==> config.mk <==
export PLATFORM = sky130hd
export DESIGN_NAME = sram_arbiter
export DESIGN_NICKNAME = d
export VERILOG_FILES = /design/src/rtl/sram_arbiter.sv
export SDC_FILE = /design/constraint.sdc
export NUM_CORES = 1
export LEC_CHECK = 0
export ABC_CLOCK_PERIOD_IN_PS = 2500
export BUFFER_PORTS_ARGS = -buffer_cell sky130_fd_sc_hd__buf_2
export CAP_MARGIN = 15
export CORE_AREA = 2 2 101 103
export CTS_BUF_LIST = sky130_fd_sc_hd__clkbuf_4 sky130_fd_sc_hd__clkbuf_8
export DETAILED_ROUTE_END_ITERATION = 8
export DIE_AREA = 0 0 103 105
export PLACE_DENSITY_LB_ADDON = 0.1
export SETUP_SLACK_MARGIN = 0.3
export SKIP_CTS_REPAIR_TIMING = 1
export SLEW_MARGIN = 20
export SYNTH_ARGS = -nofsm -noshare
export SYNTH_HDL_FRONTEND = slang
export SYNTH_SLANG_ARGS = --single-unit
==> constraint.sdc <==
create_clock -name clock -period 2.5 [get_ports clock]
set_input_delay 0.125 -clock clock [delete_from_list [all_inputs] [get_ports clock]]
set_output_delay 0.125 -clock clock [all_outputs]
set_load 0.02 [all_outputs]
==> src/rtl/sram_arbiter.sv <==
// Two-client round-robin arbiter in front of the SRAM controller.
// Read returns are steered back to their issuer by an in-order tag FIFO.
module sram_arbiter #(
   parameter int unsigned ADDR_W    = 18,
   parameter int unsigned DATA_W    = 32,
   parameter int unsigned TAG_DEPTH = 8
) (
   input  logic              clock,
   input  logic              reset,
   input  logic              c0_valid,
   output logic              c0_ready,
   input  logic              c0_we,
   input  logic [ADDR_W-1:0] c0_addr,
   input  logic [DATA_W-1:0] c0_wdata,
   input  logic [3:0]        c0_wmask,
   output logic              c0_rvalid,
   input  logic              c1_valid,
   output logic              c1_ready,
   input  logic              c1_we,
   input  logic [ADDR_W-1:0] c1_addr,
   input  logic [DATA_W-1:0] c1_wdata,
   input  logic [3:0]        c1_wmask,
   output logic              c1_rvalid,
   output logic [DATA_W-1:0] rdata,
   output logic              sram_addr_valid,
   output logic [ADDR_W-1:0] sram_addr,
   output logic [DATA_W-1:0] sram_data_in,
   output logic [3:0]        sram_write_mask,
   input  logic [DATA_W-1:0] sram_data_out,
   input  logic              sram_data_out_valid,
   output logic              tag_error
);

   localparam int unsigned PTR_W = (TAG_DEPTH > 1) ? $clog2(TAG_DEPTH) : 1;
   localparam int unsigned CNT_W = PTR_W + 1;

   logic                 last_grant_q, last_grant_d;
   logic [TAG_DEPTH-1:0] tag_mem_q, tag_mem_d;
   logic [PTR_W-1:0]     wr_ptr_q, wr_ptr_d;
   logic [PTR_W-1:0]     rd_ptr_q, rd_ptr_d;
   logic [CNT_W-1:0]     count_q, count_d;
   logic                 sram_addr_valid_q, sram_addr_valid_d;
   logic [ADDR_W-1:0]    sram_addr_q, sram_addr_d;
   logic [DATA_W-1:0]    sram_data_in_q, sram_data_in_d;
   logic [3:0]           sram_write_mask_q, sram_write_mask_d;
   logic                 tag_error_q, tag_error_d;

   logic                 pop_c, push_c, tag_full_c, head_tag_c;
   logic                 elig0_c, elig1_c, grant0_c, grant1_c, gnt_id_c;
   logic                 gnt_we_c;
   logic [ADDR_W-1:0]    gnt_addr_c;
   logic [DATA_W-1:0]    gnt_wdata_c;
   logic [3:0]           gnt_wmask_c;

   // Arbitration, issue formatting and tag FIFO bookkeeping
   always_comb begin
      last_grant_d      = last_grant_q;
      tag_mem_d         = tag_mem_q;
      wr_ptr_d          = wr_ptr_q;
      rd_ptr_d          = rd_ptr_q;
      sram_addr_valid_d = 1'b0;
      sram_addr_d       = sram_addr_q;
      sram_data_in_d    = sram_data_in_q;
      sram_write_mask_d = 4'h0;
      grant0_c          = 1'b0;
      grant1_c          = 1'b0;

      // A return in this cycle frees its slot for a read accepted alongside it
      pop_c      = sram_data_out_valid && (count_q != '0);
      tag_full_c = (count_q == CNT_W'(TAG_DEPTH)) && !pop_c;
      elig0_c    = c0_valid && (c0_we || !tag_full_c);
      elig1_c    = c1_valid && (c1_we || !tag_full_c);

      if (!reset) begin
         if (elig0_c && elig1_c) begin
            grant0_c = last_grant_q;
            grant1_c = !last_grant_q;
         end else begin
            grant0_c = elig0_c;
            grant1_c = elig1_c;
         end
      end

      gnt_id_c    = grant1_c;
      gnt_we_c    = gnt_id_c ? c1_we    : c0_we;
      gnt_addr_c  = gnt_id_c ? c1_addr  : c0_addr;
      gnt_wdata_c = gnt_id_c ? c1_wdata : c0_wdata;
      gnt_wmask_c = gnt_id_c ? c1_wmask : c0_wmask;
      push_c      = (grant0_c || grant1_c) && !gnt_we_c;
      head_tag_c  = tag_mem_q[rd_ptr_q];

      if (grant0_c || grant1_c) begin
         last_grant_d   = gnt_id_c;
         sram_addr_d    = gnt_addr_c;
         sram_data_in_d = gnt_wdata_c;
         if (!gnt_we_c) begin
            sram_addr_valid_d = 1'b1;
         end else if (gnt_wmask_c != 4'h0) begin
            sram_addr_valid_d = 1'b1;
            sram_write_mask_d = gnt_wmask_c;
         end
      end

      if (push_c) begin
         tag_mem_d[wr_ptr_q] = gnt_id_c;
         wr_ptr_d            = wr_ptr_q + PTR_W'(1);
      end
      if (pop_c) begin
         rd_ptr_d = rd_ptr_q + PTR_W'(1);
      end
      count_d     = count_q + CNT_W'(push_c) - CNT_W'(pop_c);
      tag_error_d = tag_error_q | (sram_data_out_valid && (count_q == '0));
   end

   always_ff @(posedge clock) begin
      if (reset) begin
         last_grant_q      <= 1'b1;
         tag_mem_q         <= '0;
         wr_ptr_q          <= '0;
         rd_ptr_q          <= '0;
         count_q           <= '0;
         sram_addr_valid_q <= 1'b0;
         sram_addr_q       <= '0;
         sram_data_in_q    <= '0;
         sram_write_mask_q <= 4'h0;
         tag_error_q       <= 1'b0;
      end else begin
         last_grant_q      <= last_grant_d;
         tag_mem_q         <= tag_mem_d;
         wr_ptr_q          <= wr_ptr_d;
         rd_ptr_q          <= rd_ptr_d;
         count_q           <= count_d;
         sram_addr_valid_q <= sram_addr_valid_d;
         sram_addr_q       <= sram_addr_d;
         sram_data_in_q    <= sram_data_in_d;
         sram_write_mask_q <= sram_write_mask_d;
         tag_error_q       <= tag_error_d;
      end
   end

   assign c0_ready        = grant0_c;
   assign c1_ready        = grant1_c;
   assign c0_rvalid       = pop_c && !head_tag_c && !reset;
   assign c1_rvalid       = pop_c &&  head_tag_c && !reset;
   assign rdata           = sram_data_out;
   assign sram_addr_valid = sram_addr_valid_q;
   assign sram_addr       = sram_addr_q;
   assign sram_data_in    = sram_data_in_q;
   assign sram_write_mask = sram_write_mask_q;
   assign tag_error       = tag_error_q;

endmodule

# Word-level counts from Yosys, hierarchy flattened
# Cells that the tools add are included.
[op_classes]
n_bitwise = 4
order_cmp = 3
eq_ne = 1
mux = 15
n_reduce_logical = 26
n_addsub = 4
[ops]
columns = ["cell", "n"]
rows = [
  ["$mux 32", 1],
  ["$mux 18", 1],
  ["$logic_and 1x1->1", 12],
  ["$mux 1", 9],
  ["$bwmux 8", 1],
  ["$lt 3x4->1 const B", 2],
  ["$reduce_bool 4->1", 2],
  ["$add 3x1->3 const B", 2],
  ["$logic_not 1->1", 6],
  ["$add 4x1->4", 1],
  ["$eq 4x4->1 const B", 1],
  ["$logic_not 4->1", 1],
  ["$mux 4", 1],
  ["$reduce_or 4->1", 1],
  ["$sub 4x1->4", 1],
  ["$bmux 1 s3", 1],
  ["$demux 1 s3", 1],
  ["$ge 3x1->1 const B", 1],
  ["$logic_or 1x1->1", 3],
  ["$not 1->1", 3],
  ["$reduce_or 2->1", 1],
  ["$or 1x1->1", 1],
]
[word_totals]
in_bits = 147
word_cells = 63
output_inout_bits = 92
ff_bits = 75

# Depth between registers and ports, before layout
# Gate-level depths: netlist of run 1.
[logic_depth]
word_depth = 15
depth_mapped = 15
mapped_depth_nobuf = 13

# Worst setup path before layout of run 1
# OpenSTA, ideal clock, no wires.
[synth_path]
kind = "register to register"
start = "reg count_q[2]"
end = "reg count_q[2]"
setup_ns = 0.128
required_time_ns = 2.372
arrival_ns = 2.687
synth_period_minus_slack_ns = 2.814
path_slack_ns = -0.314
path_stages_with_launch = 16
n_path_buf = 2
cell_sequence = "dfxtp_1 -> inv_1 -> ha_1 -> or3b_1 -> buf_6 -> o31ai_2 -> a21oi_2 -> buf_2 -> nand2_1 -> ha_1 -> inv_1 -> ha_1 -> inv_1 -> fa_1 -> xor2_1 -> nor2_1"
[synth_between]
elab_chain_cells = 15
word_cells_on_any_way = 21
classes_between = "add/sub (2); eq/ne (1); mux (5); reduce/logical (13)"
[synth_rtl]
columns = ["item", "line", "text"]
rows = [
  ["start: declaration", "41", "logic [CNT_W-1:0] count_q, count_d;"],
  ["start signal: assignment", "132", "count_q <= count_d;"],
  ["$reduce_bool 4->1", "69", "pop_c = sram_data_out_valid && (count_q != '0);"],
  ["$logic_and 1x1->1", "69", ""],
  ["$logic_not 1->1", "70", "tag_full_c = (count_q == CNT_W'(TAG_DEPTH)) && !pop_c;"],
  ["$logic_and 1x1->1", "70", ""],
  ["$logic_not 1->1", "71, 72", ""],
  ["$logic_or 1x1->1 (on tied branches)", "71, 72", ""],
  ["$logic_and 1x1->1 (on tied branches)", "71, 72", ""],
  ["$logic_and 1x1->1", "75", "if (elig0_c && elig1_c) begin"],
  ["$mux 1", "75", ""],
  ["$mux 1", "74", "if (!reset) begin"],
  ["$mux 1", "85", "gnt_we_c = gnt_id_c ? c1_we : c0_we;"],
  ["$logic_not 1->1", "--", ""],
  ["$logic_and 1x1->1", "89", "push_c = (grant0_c || grant1_c) && !gnt_we_c;"],
  ["$add 4x1->4", "111", "count_d = count_q + CNT_W'(push_c) - CNT_W'(pop_c);"],
  ["$sub 4x1->4 *", "111", ""],
]
# Every way passes the cells marked *; elsewhere a longest branch is shown, timed or not.
# A chain may end at the register's enable or synchronous reset.

# Worst setup path in the final report of run 1
[layout_path]
start = "reg count_q[2]"
end = "reg count_q[1]"
# The elaborated chain is that of the path after synthesis.

==> impl_metrics.ini, run 1 <==
[detailed_routing]
ant_nets = 0
viasPerCell = 5.04
firstDrtPassIters = 4
vias = 3823
drc_errors = 0
wire_per_inst_um = 15.2
wl_um = 11500
drt-initial-drc-count = 137

[synthesis]
synth_area_leaders = dfxtp_1 40%, nand2_1 12%, a311oi_1 12%, buf_4 6.3%, nor2_1 5.8%
async_flop_share_pct = 0
syn_avg_cell_area_um2 = 8.23
synth_edf_count = 0
yosys.area.top_type = dfxtp_1
synth_ff_type = dfxtp_1
ys_ff_latch = 75
synth_seq_area_share_pct = 39.6
netlist-cell-type-count = 43
yosysTopAreaCellShare_pct = 39.6
syn_nets = 617
syn_area_um2 = 3790
yosys_warnings = 0
synth_cells = 461

[final_layout]
fin_util_pct = 54.5
drive_gt1_share_pct = 42.2
final_net_count = 776
stdcell_count = 758
insertedDiodeCount = 0
num-fill-cells = 969
area_delta_synth_final_pct = 38.6

[global_routing]
grt.total_usage_pct = 19.1
grt_pass1_vias = 3489
grt_pass1_wl_um = 16500
grt_overflow_total = 0
grt_start_max_net_pins = 104
antenna_found_initial = 0

[min_path]
hp-class = input pin to flip-flop

[sta]
slew_violations = 0
hold_slack_ns = 0.0201
fmax_mhz = 401
fin_ws_ns = 0.00614
slew_headroom_pct = 49.5
finClkSkew_ns = 0.0156
fin_crit_sh_pct = 99.8
rsz0062_at_grt = true
setup_violations = 0
fin_setup_tns_ns = 0
fin_crit_ns = 2.49
tightest_slew_ns = 0.757
finalHoldViolCount = 0

[power]
powerDensity_nw_per_um2 = 725
irDropWorstVdd_mv = 0.308
p_leak_nw = 2.44

[placement]
hpwl_um = 7880
gp_congestion = 0.787
place_ws_ns = -0.129
placed_cells = 725
portBuffers = 174

[floorplanning]
initial_core_util_pct = 39.3
io_pins = 239
fp-row-count = 36
die_x_um = 103
coreArea_um2 = 9640
die-area_um2 = 10800
die_h_um = 105

[setup_path]
path_max_fanout = 5
start_kind = flip-flop
cp_data_required_time_ns = 2.71
endpoint_kind = flip-flop
crit_type = flip-flop to flip-flop
critPathArrivalTime_ns = 2.71

[clock_network]
path_clk_slew_ns = 0.09
cts_tree = built
cts_buffers = 9
clk_latency_ns = 0.35
htreeDepth = 3
clockBufferDepth = 2
cts_sinks = 75
root_buffer = clkbuf_8

[run_status]
status = finished clean

[flow_run]
drv_cap = 0
-- layout make-up --
cell class / count / area, µm² / area share (%)
multi-input cells: 308 / 2000 / 38.1
flip-flops and latches: 75 / 1500 / 28.6
repair buffers: 213 / 1340 / 25.4
well taps: 133 / 166 / 3.17
clock buffers: 10 / 131 / 2.50
clock inverters: 6 / 63.8 / 1.21
inverters: 13 / 51.3 / 0.976
-- stage by stage --
stage | power, mW | area [µm²]
after floorplan | 2.37 | 3860
after global placement | 2.70 | 4690
after detailed placement | 2.73 | 4690
after CTS | 3.68 | 4890
after global routing | 4.06 | 5260
final | 3.81 | 5260
-- worst paths after layout --
path / from / end / slack, ns / depth (start not counted)
max: count_q[2] / count_q[1] / 0.006 / 12
max reg2reg: count_q[2] / count_q[1] / 0.006 / 12
min: c1_wmask[0] / sram_write_mask[0] / 0.02 / 3
min reg2reg: tag_mem_q[1] / tag_mem_q[1] / 0.46 / 2
-- Yosys cell counts, types with 3 or more instances --
library cell	n
dfxtp_1	75
buf_4	32
nor2_1	59
a311oi_1	50
o211ai_1	4
buf_2	6
buf_6	6
ha_1	8
clkbuf_1	20
a21oi_1	9
nand2_1	123
nor3_1	3
nand4_1	4
inv_1	12
mux2i_1	9
-- routing by layer --
metal | share of wire [%] | track usage (%) | wire length, µm | vias up
met3 | 8.1 | 5.42 | 937 | 31
met1 | 40 | 22.0 | 4660 | 1756
met4 | 2.5 | 8.18 | 283 | 0
met5 | 0 | 0 | 0 | -
met2 | 49 | 32.7 | 5660 | 146
li1 | - | - | - | 1890
-- state kept, by name (all words and copies together), names as in the netlist, 3 cells and up --
name / cells
sram_write_mask: 4
tag_mem_q: 8
wr_ptr_q: 3
sram_data_in: 32
count_q: 4
sram_addr: 18
rd_ptr_q: 3
-- where the power goes --
part           leakage, nW  switching [mW]  internal (mW)  total (mW)
registers            0.619           0.106           1.35        1.46
logic                 1.73           0.764          0.651        1.41
clock network       0.0961           0.465          0.472       0.937
total                 2.44            1.34           2.47        3.81
-- logic make-up after synthesis --
kind of cell | synth area share, %
AOI/OAI and AO/OA | 18.5
xor gates and xnor gates | 0.924
adders and majority gates | 3.17
buffers and inverters | 12.3
DFF | 39.6
muxes | 3.56
and+or+nand+nor | 21.9
-- worst max-delay path, cell delays in order, from the launching register on --
cell	delay [ns]
dfxtp_2	0.32
inv_2	0.05
ha_1	0.13
or3b_4	0.45
o2111ai_4	0.24
nand3_2	0.13
nand2_4	0.08
ha_4	0.19
inv_2	0.06
ha_4	0.12
inv_2	0.03
fa_2	0.50
nor2_1	0.04
-- cell usage in the layout, fill, tap and decap left out, drive strengths merged, types with 4 or more instances in the layout --
master	count
o211ai	4
a21oi	10
dfxtp	75
ha	8
a311oi	50
mux2i	9
nand2	123
inv	14
buf	210
clkbuf	13
nand4	4
nor2	59
No activity file was read; power rests on OpenSTA's default activity.
==> run 2, diff against run 1 <==
==> constraint.sdc (replaced) <==
create_clock -name clock -period 2.5 [get_ports clock]
set_input_delay 0.25 -clock clock [delete_from_list [all_inputs] [get_ports clock]]
set_output_delay 0.25 -clock clock [all_outputs]
set_load 0.02 [all_outputs]
==> impl_metrics.ini, run 2 (synthesis gave the netlist of run 1 again) <==
[run_status]
status = finished, violations left
violations = setup timing

[floorplanning]
die_x_um = 103
die_h_um = 105
fp-row-count = 36
coreArea_um2 = 9640
io_pins = 239
die-area_um2 = 10800
initial_core_util_pct = 39.3

[global_routing]
antenna_found_initial = 0
grt_overflow_total = 0
grt_start_max_net_pins = 104
grt_pass1_wl_um = 16400
grt.total_usage_pct = 19.0
grt_pass1_vias = 3358

[sta]
slew_violations = 0
fmax_mhz = 397
hold_slack_ns = 0.142
fin_ws_ns = -0.0190
tightest_slew_ns = 0.776
fin_setup_tns_ns = -0.0190
finalHoldViolCount = 0
slew_headroom_pct = 48.3
finClkSkew_ns = 0.0194
rsz0062_at_grt = true
setup_violations = 1
fin_crit_sh_pct = 101
fin_crit_ns = 2.52

[clock_network]
htreeDepth = 3
root_buffer = clkbuf_8
clockBufferDepth = 2
clk_latency_ns = 0.36
path_clk_slew_ns = 0.09
cts_sinks = 75
cts_tree = built
cts_buffers = 9

[detailed_routing]
firstDrtPassIters = 5
wire_per_inst_um = 15.8
drt-initial-drc-count = 162
viasPerCell = 5.13
drc_errors = 0
ant_nets = 0
vias = 3889
wl_um = 12000

[min_path]
hp-class = input pin to flip-flop
min_to = sram_write_mask[0]
min_from = c1_wmask[0]
holdPathStages = 3

[final_layout]
insertedDiodeCount = 0
final_net_count = 777
final_common_cell = buf_2
largest_register_ffs = 32
fin_util_pct = 54.4
register_area_um2 = 1500
num-fill-cells = 953
multi_input_area_um2 = 2030
drive_gt1_share_pct = 43.8
area_delta_synth_final_pct = 38.2
layout_common_cells = 172 x buf_2, 112 x nand2_1, 73 x dfxtp_1

[setup_path]
path_max_fanout = 5
cpPeakStageDelay_ns = 0.44
critPathArrivalTime_ns = 2.27
r2r_slack_ns = 0
r2r_start = count_q[2]
crit_cells = 9
crit_path_frequent_cell = o311ai_4
endpoint_kind = primary output
crit_type = flip-flop to primary output
start_kind = flip-flop
slowest_stage = or3b_4
crit_family = buffers and inverters
r2r_end = count_q[1]
crit_chain = inv_2 -> ha_4 -> or3b_4 -> buf_6 -> o311ai_4 -> o311ai_4 -> inv_4 -> buf_12 -> buf_8
r2r_cells = 12
cp_data_required_time_ns = 2.25
worst-path-buf-inv = 5

[placement]
place_ws_ns = -0.204
portBuffers = 174
hpwl_um = 7800
gp_congestion = 0.759

[power]
powerDensity_nw_per_um2 = 706
p_leak_nw = 2.45
irDropWorstVdd_mv = 0.251
fin_total_pwr_mw = 3.70

[flow_run]
drv_cap = 0
[run 2: where the power goes]
group          switching, mW  internal (mW)
Sequential             0.105           1.35
Clock                  0.457          0.363
Combinational          0.771          0.649
Total                   1.33           2.36
[run 2: cell type report]
class / instances / share of cell area, %
multi-input cells: 308 / 38.7
flip-flops and latches: 75 / 28.7
repair buffers: 214 / 25.3
well taps: 133 / 3.18
clock buffers: 10 / 2.51
inverters: 13 / 0.979
clock inverters: 5 / 0.597
[run 2: worst min-delay path, stage by stage]
cell	delay, ns
buf_2	0.11
nand2_1	0.05
a21oi_1	0.05
[run 2: how the worst max path moves through the flow]
stage | from | endpoint
after floorplan | count_q[2] | count_q[1]
after global placement | count_q[2] | count_q[1]
after detailed placement | count_q[2] | count_q[1]
after CTS | count_q[2] | c1_ready
after global routing | count_q[2] | c1_ready
final | count_q[2] | c1_ready
[run 2: per-stage QoR]
step | cell area [µm²] | std cells
after floorplan | 3860 | 461
after global placement | 4660 | 726
after detailed placement | 4660 | 726
after CTS | 4830 | 741
after global routing | 5240 | 758
final | 5240 | 758
[run 2: per-layer routing]
metal  routed length, µm  share of wire, %  track usage, %  vias to the layer above
met5                   0                 0               0                        -
met4                 183               1.5            6.20                        0
met3                 952               7.9            5.28                       22
met2                6000                50            32.5                      166
met1                4860                41            22.6                     1811
li1                    -                 -               -                     1890
